## src/rtl/esp32_boot_sequencer.sv

```systemverilog
// ESP32 EN / GPIO0 boot-strap sequencer: powers the module up, restarts it into
// normal or download mode on request, and owns GPIO0 and UART TX while the ESP32 is down.
module esp32_boot_sequencer #(
    parameter int POWERUP_CYCLES    = 2800000,
    parameter int RESET_CYCLES      = 280000,
    parameter int STRAP_HOLD_CYCLES = 140000,
    parameter int CNT_W             = 24
) (
    input  logic clk_peripheral,
    input  logic resetn,
    input  logic boot_req,
    input  logic boot_mode,
    output logic busy,
    output logic done,
    input  logic core_gpio0_o,
    input  logic core_gpio0_en,
    input  logic core_uart_tx,
    output logic esp_en,
    output logic esp_gpio0_o,
    output logic esp_gpio0_t,
    output logic esp_uart_tx
);

    typedef enum logic [1:0] {
        S_POWERUP,
        S_HOLD_RST,
        S_STRAP,
        S_RUN
    } state_t;

    localparam logic [CNT_W-1:0] PU_LOAD    = CNT_W'(POWERUP_CYCLES - 1);
    localparam logic [CNT_W-1:0] RST_LOAD   = CNT_W'(RESET_CYCLES - 1);
    localparam logic [CNT_W-1:0] STRAP_LOAD = CNT_W'(STRAP_HOLD_CYCLES - 1);

    state_t           state_q, state_d;
    logic [CNT_W-1:0] cnt_q, cnt_d;
    logic             mode_q, mode_d;
    logic             en_q, en_d;
    logic             gpio0_o_q, gpio0_o_d;
    logic             gpio0_t_q, gpio0_t_d;
    logic             tx_q, tx_d;
    logic             busy_q, busy_d;
    logic             done_q, done_d;

    always_ff @(posedge clk_peripheral or negedge resetn) begin
        if (!resetn) begin
            state_q   <= S_POWERUP;
            cnt_q     <= PU_LOAD;
            mode_q    <= 1'b0;
            en_q      <= 1'b0;
            gpio0_o_q <= 1'b0;
            gpio0_t_q <= 1'b1;
            tx_q      <= 1'b1;
            busy_q    <= 1'b1;
            done_q    <= 1'b0;
        end else begin
            state_q   <= state_d;
            cnt_q     <= cnt_d;
            mode_q    <= mode_d;
            en_q      <= en_d;
            gpio0_o_q <= gpio0_o_d;
            gpio0_t_q <= gpio0_t_d;
            tx_q      <= tx_d;
            busy_q    <= busy_d;
            done_q    <= done_d;
        end
    end

    // Next state; a counter loaded with N-1 leaves its state on the edge it reads 0.
    always_comb begin
        state_d = state_q;
        cnt_d   = cnt_q;
        mode_d  = mode_q;
        case (state_q)
            S_POWERUP: begin
                if (cnt_q == '0) state_d = S_RUN;
                else             cnt_d   = cnt_q - CNT_W'(1);
            end
            S_HOLD_RST: begin
                if (cnt_q == '0) begin
                    state_d = S_STRAP;
                    cnt_d   = STRAP_LOAD;
                end else begin
                    cnt_d = cnt_q - CNT_W'(1);
                end
            end
            S_STRAP: begin
                if (cnt_q == '0) state_d = S_RUN;
                else             cnt_d   = cnt_q - CNT_W'(1);
            end
            S_RUN: begin
                if (boot_req) begin
                    state_d = S_HOLD_RST;
                    cnt_d   = RST_LOAD;
                    mode_d  = boot_mode;
                end
            end
            default: begin
                state_d = S_POWERUP;
                cnt_d   = PU_LOAD;
            end
        endcase
    end

    // Outputs are decoded from the next state so they line up with state_q after the edge.
    always_comb begin
        en_d      = (state_d == S_STRAP) || (state_d == S_RUN);
        busy_d    = (state_d != S_RUN);
        done_d    = (state_d == S_RUN) && (state_q != S_RUN);
        gpio0_o_d = 1'b0;
        gpio0_t_d = 1'b1;
        tx_d      = 1'b1;
        case (state_d)
            S_HOLD_RST, S_STRAP: begin
                gpio0_o_d = 1'b0;
                gpio0_t_d = ~mode_d;
                tx_d      = 1'b1;
            end
            S_RUN: begin
                gpio0_o_d = core_gpio0_o;
                gpio0_t_d = ~core_gpio0_en;
                tx_d      = core_uart_tx;
            end
            default: begin
                gpio0_o_d = 1'b0;
                gpio0_t_d = 1'b1;
                tx_d      = 1'b1;
            end
        endcase
    end

    assign esp_en      = en_q;
    assign esp_gpio0_o = gpio0_o_q;
    assign esp_gpio0_t = gpio0_t_q;
    assign esp_uart_tx = tx_q;
    assign busy        = busy_q;
    assign done        = done_q;

endmodule

```

## config.mk

```make
export PLATFORM = sky130hd
export DESIGN_NAME = esp32_boot_sequencer
export DESIGN_NICKNAME = d
export VERILOG_FILES = /design/src/rtl/esp32_boot_sequencer.sv
export SDC_FILE = /design/constraint.sdc
export NUM_CORES = 1
export LEC_CHECK = 0
export ABC_AREA = 1
export CAP_MARGIN = 20
export CORE_MARGIN = 1
export CORE_UTILIZATION = 30
export DETAILED_ROUTE_END_ITERATION = 12
export PLACE_DENSITY = 0.56
export SYNTH_ARGS = -nofsm -noshare
export SYNTH_HDL_FRONTEND = slang
export SYNTH_SLANG_ARGS = --single-unit
```

## constraint.sdc

```tcl
create_clock -name clk_peripheral -period 2.6 [get_ports clk_peripheral]
set_input_delay 0.78 -clock clk_peripheral [delete_from_list [all_inputs] [get_ports clk_peripheral]]
set_output_delay 0.78 -clock clk_peripheral [all_outputs]
set_load 0.01 [all_outputs]
```

After elaboration in Yosys (flattened, before gate mapping):

Index checks and enable logic that the tools add are counted.

* word-level logic and storage cells: 42
* bits of input ports: 7
* register bits: 33
* output and inout bits: 6

* $add $sub $neg: 1
* multiplexer cells: 13
* bitwise gates (word level): 2
* reductions and logical operators: 7
* equality and inequality tests: 10

Operator list (count)
* $mux W24: 3
* $pmux W24 S3: 1
* $logic_not A24 Y1: 1
* $sub A24 B1 Y24 const B: 1
* $eq A2 B2 Y1 const B: 4
* $ne A2 B2 Y1 const B: 4
* $mux W2: 3
* $pmux W2 S3: 1
* $eq A2 B1 Y1 const B: 2
* $mux W1: 4
* $reduce_or A2 Y1: 2
* $logic_not A2 Y1: 1
* $not A1 Y1: 2
* $pmux W1 S2: 1
* $reduce_and A2 Y1: 1
* $logic_and A1 B1 Y1: 1
* $logic_or A1 B1 Y1: 1

Longest topological paths before layout:

* depth in word-level cells: 6
* gate-level depth with buffers: 12
* depth with buffers taken out: 12

Least setup slack after synthesis:

OpenSTA, ideal clock, no wires.

* path kind: flip-flop to flip-flop
* from: register cnt_q[0]
* to: register gpio0_t_q (netlist: esp_gpio0_t)
* slack: 654 ps
* setup time: 84 ps
* required time: 2516 ps
* period minus slack after synthesis: 1946 ps
* stages on the path, launching flop included: 11
* data arrival time: 1862 ps
* cells stage by stage: dfstp_2 inv_1 ha_1 nand2_1 nor2_2 nand3_4 nand2_4 nand2_1 inv_1 ha_1 a311o_1

* longest elaborated chain between the ends: 6
* elaborated cells between the ends (all ways): 9
* those cells by class: 3 x eq/ne; 4 x mux; 2 x reduce/logical

Ends and longest elaborated chain
* from (decl): line 36 `logic [CNT_W-1:0] cnt_q, cnt_d;`
* from (signal assigned): line 58 `cnt_q <= cnt_d;`
* $logic_not A24 Y1 *: line 76, 80, 88
* $mux W2 (on tied branches): line 76, 88, 80
* $pmux W2 S3 *: line 74 `case (state_q)`
* named net state_d[0]: line 35 `state_t state_q, state_d;`
* $eq A2 B2 Y1 or $eq A2 B1 Y1 (tied branches): line 113 `case (state_d)`
* $reduce_or A2 Y1: line 113
* $pmux W1 S2 *: line 113
* named net gpio0_t_d: line 40 `logic gpio0_t_q, gpio0_t_d;`
* to (signal assigned): line 62 `gpio0_t_q <= gpio0_t_d;`
* to (decl): line 40

The timed path passes the listed nets; every way through them passes the cells marked *.
A chain may end at the register's enable or synchronous reset.

Worst setup path in the final report:

* from: register cnt_q[14]
* to: register gpio0_t_q (netlist: esp_gpio0_t)

The elaborated chain is that of the path after synthesis.

==> impl_metrics.json <==
{
  "postSynthAreaPerCell_sq_um": 6.91,
  "area_growth_pct": 14.6,
  "die_x_um": 87.3,
  "ant_nets": 0,
  "syn-instance-count": 316,
  "dp_hpwl_um": 3880,
  "routed_wl_um": 5210,
  "crit_type": "reg -> reg",
  "drv_cap": 0,
  "arrival_ps": 2420,
  "min_period_ps": 2200,
  "hold_depth": 2,
  "layout_commonest_cell": "nand2_1",
  "fillers": 776,
  "synth_seq_cells": 33,
  "n_antenna_cell": 0,
  "ir_worst_vdd_uv": 145,
  "port-buffer-count": 12,
  "rsz0062_at_grt": "no",
  "antenna_found_initial": 0,
  "overflow": 0,
  "cp_max_fo": 5,
  "grtUsageTotal": 0.155,
  "finalSetupViolCount": 0,
  "fin_tns_setup_ps": 0,
  "multi_input_area_sq_mm": 0.00113,
  "hold_viol_final": 0,
  "worstSkewPairLatency_ps": 290,
  "final.setup_skew_ps": 3.65,
  "max_freq_mhz": 455,
  "hp-class": "reg -> reg",
  "post-route-drc-count": 0,
  "coreArea_sq_mm": 0.00691,
  "syn_area_sq_mm": 0.00218,
  "post-route-period-util": 0.845,
  "rows": 30,
  "clock_sinks": 33,
  "regToRegSetupSlack_ps": 400,
  "cts_setup_buffers": 0,
  "yosysSeqAreaShare": 0.389,
  "clockRootBuffer": "clkbuf_8",
  "min-delay-start": "mode_q",
  "layout.cells.most_common_list": "nand2_1 (86), nor2_1 (51), inv_1 (46), nand3_1 (35), dfstp_2 (18)",
  "cts_made_buffers": 5,
  "postCtsResizedCells": 0,
  "timing.rr.start": "cnt_q[14]",
  "worstHoldEndpoint": "mode_q",
  "synth_edf_count": 0,
  "drive_gt1_frac": 0.149,
  "dieArea_sq_mm": 0.00762,
  "cp.required_ps": 2820,
  "cts_tree": "done",
  "place_inst": 423,
  "fin_hold_ws_ps": 485,
  "yosys_warnings": 0,
  "layout.nets": 346,
  "status": "finished clean",
  "htreeDepth": 2,
  "wl_per_cell_um": 12.1,
  "die_h_um": 87.3,
  "reg2reg_to": "esp_gpio0_t",
  "clk_pin_slew_ps": 80,
  "grt_pass1_wl_um": 9010,
  "clock_path_buffers": 2,
  "p_leak_nw": 1.23,
  "r2r_cells": 10,
  "ctsHoldBuffers": 0,
  "gp_congestion": 0.838,
  "vias": 2004,
  "drv_slew": 0,
  "pin_count": 13,
  "initial_core_util": 0.316,
  "maxSlewHeadroom": 0.724,
  "drtIter0Drc": 128,
  "setup_ws_ps": 404,
  "async_flop_share": 1.00,
  "grt_max_degree": 34,
  "synth_nets": 328,
  "crit_path_end_kind": "register",
  "first_pass_iters": 4,
  "start_kind": "register",
  "power.density_mw_per_mm2": 379,
  "viasPerCell": 4.65,
  "register_area_sq_um": 848,
  "ys.flop_type": "dfstp_2",
  "pre_cts_ws_ps": 213,
  "ys_types": 28,
  "fin_cells": 431,
  "grt_pass1_vias": 1935,
  "total_power_mw": 0.948,
  "tightest_slew_ps": 414
}
## Yosys cell counts, types with 2 or more instances
library cell | n | area [sq um]
nand2_1 | 86 | 323
nor2_1 | 51 | 191
inv_1 | 46 | 173
nand3_1 | 35 | 175
dfstp_2 | 18 | 473
dfrtp_1 | 15 | 375
a21oi_1 | 7 | 35.0
nor2_2 | 7 | 43.8
nor3_1 | 6 | 30.0
ha_1 | 5 | 62.6
o21ai_0 | 5 | 25.0
o21ai_1 | 5 | 25.0
nand2_2 | 4 | 25.0
xor2_1 | 4 | 35.0
nand4_1 | 3 | 18.8
nor2_4 | 3 | 33.8
or2_2 | 3 | 18.8
buf_6 | 2 | 22.5
nand2_4 | 2 | 22.5
## power breakdown
part	internal, mW	total [mW]	switching [mW]
clock network	0.188	0.412	0.224
registers	0.515	0.515	0.000221
logic	0.00920	0.0209	0.0117
## state kept, by name, indices dropped and copies added, names as in the netlist
| name | cells |
|---|---|
| busy | 1 |
| cnt_q | 24 |
| done | 1 |
| esp_en | 1 |
| esp_gpio0_o | 1 |
| esp_gpio0_t | 1 |
| esp_uart_tx | 1 |
| mode_q | 1 |
| state_q | 2 |
## stage by stage
stage	utilization	instance area, sq um
finish	0.362	2500
detailed placement	0.349	2410
global placement	0.349	2410
floorplan	-	2180
global route	0.362	2500
CTS	0.362	2500
## final cells by class
cell class              instances  share of cell area
clock buffers                   5              0.0275
clock inverters                 3             0.00900
inverters                      47              0.0705
multi-input cells             233               0.452
flip-flops and latches         33               0.339
well taps                      96              0.0480
repair buffers                 14              0.0540
## cells by family (layout without fill, tap and decap cells)
group           after synthesis  in the layout  share of synthesized area
simple gates                204            204                      0.423
compound gates               20             20                     0.0499
fa+ha+maj                     5              5                     0.0287
xor+xnor                      4              4                     0.0161
flops                        33             33                      0.389
buf+inv                      50             69                     0.0935
## metal layers
metal	routed length [um]	global-route usage
met5	0	0
met4	70	0.0462
met3	178	0.0341
met2	2510	0.259
met1	2450	0.200
## worst max-delay path, stage by stage, from the launching register on
cell     delay (ps)
dfrtp_1         440
nor2_1          150
nand2_1         170
nor3_1          300
nand4_1         180
nand2_1         160
inv_1            80
ha_1            220
inv_1           110
nor2_1           50
a311o_1         270
## worst max path at each step
stage	slack [ps]	end	start	depth (start not counted)
final	400	esp_gpio0_t	cnt_q[14]	10
after global routing	250	esp_gpio0_t	cnt_q[14]	10
after CTS	400	esp_gpio0_t	cnt_q[14]	10
after detailed placement	210	esp_gpio0_t	boot_req	10
after global placement	290	esp_gpio0_t	boot_req	10
after floorplan	650	esp_gpio0_t	cnt_q[0]	10
Note: power is estimated with default switching activity, not from simulation.
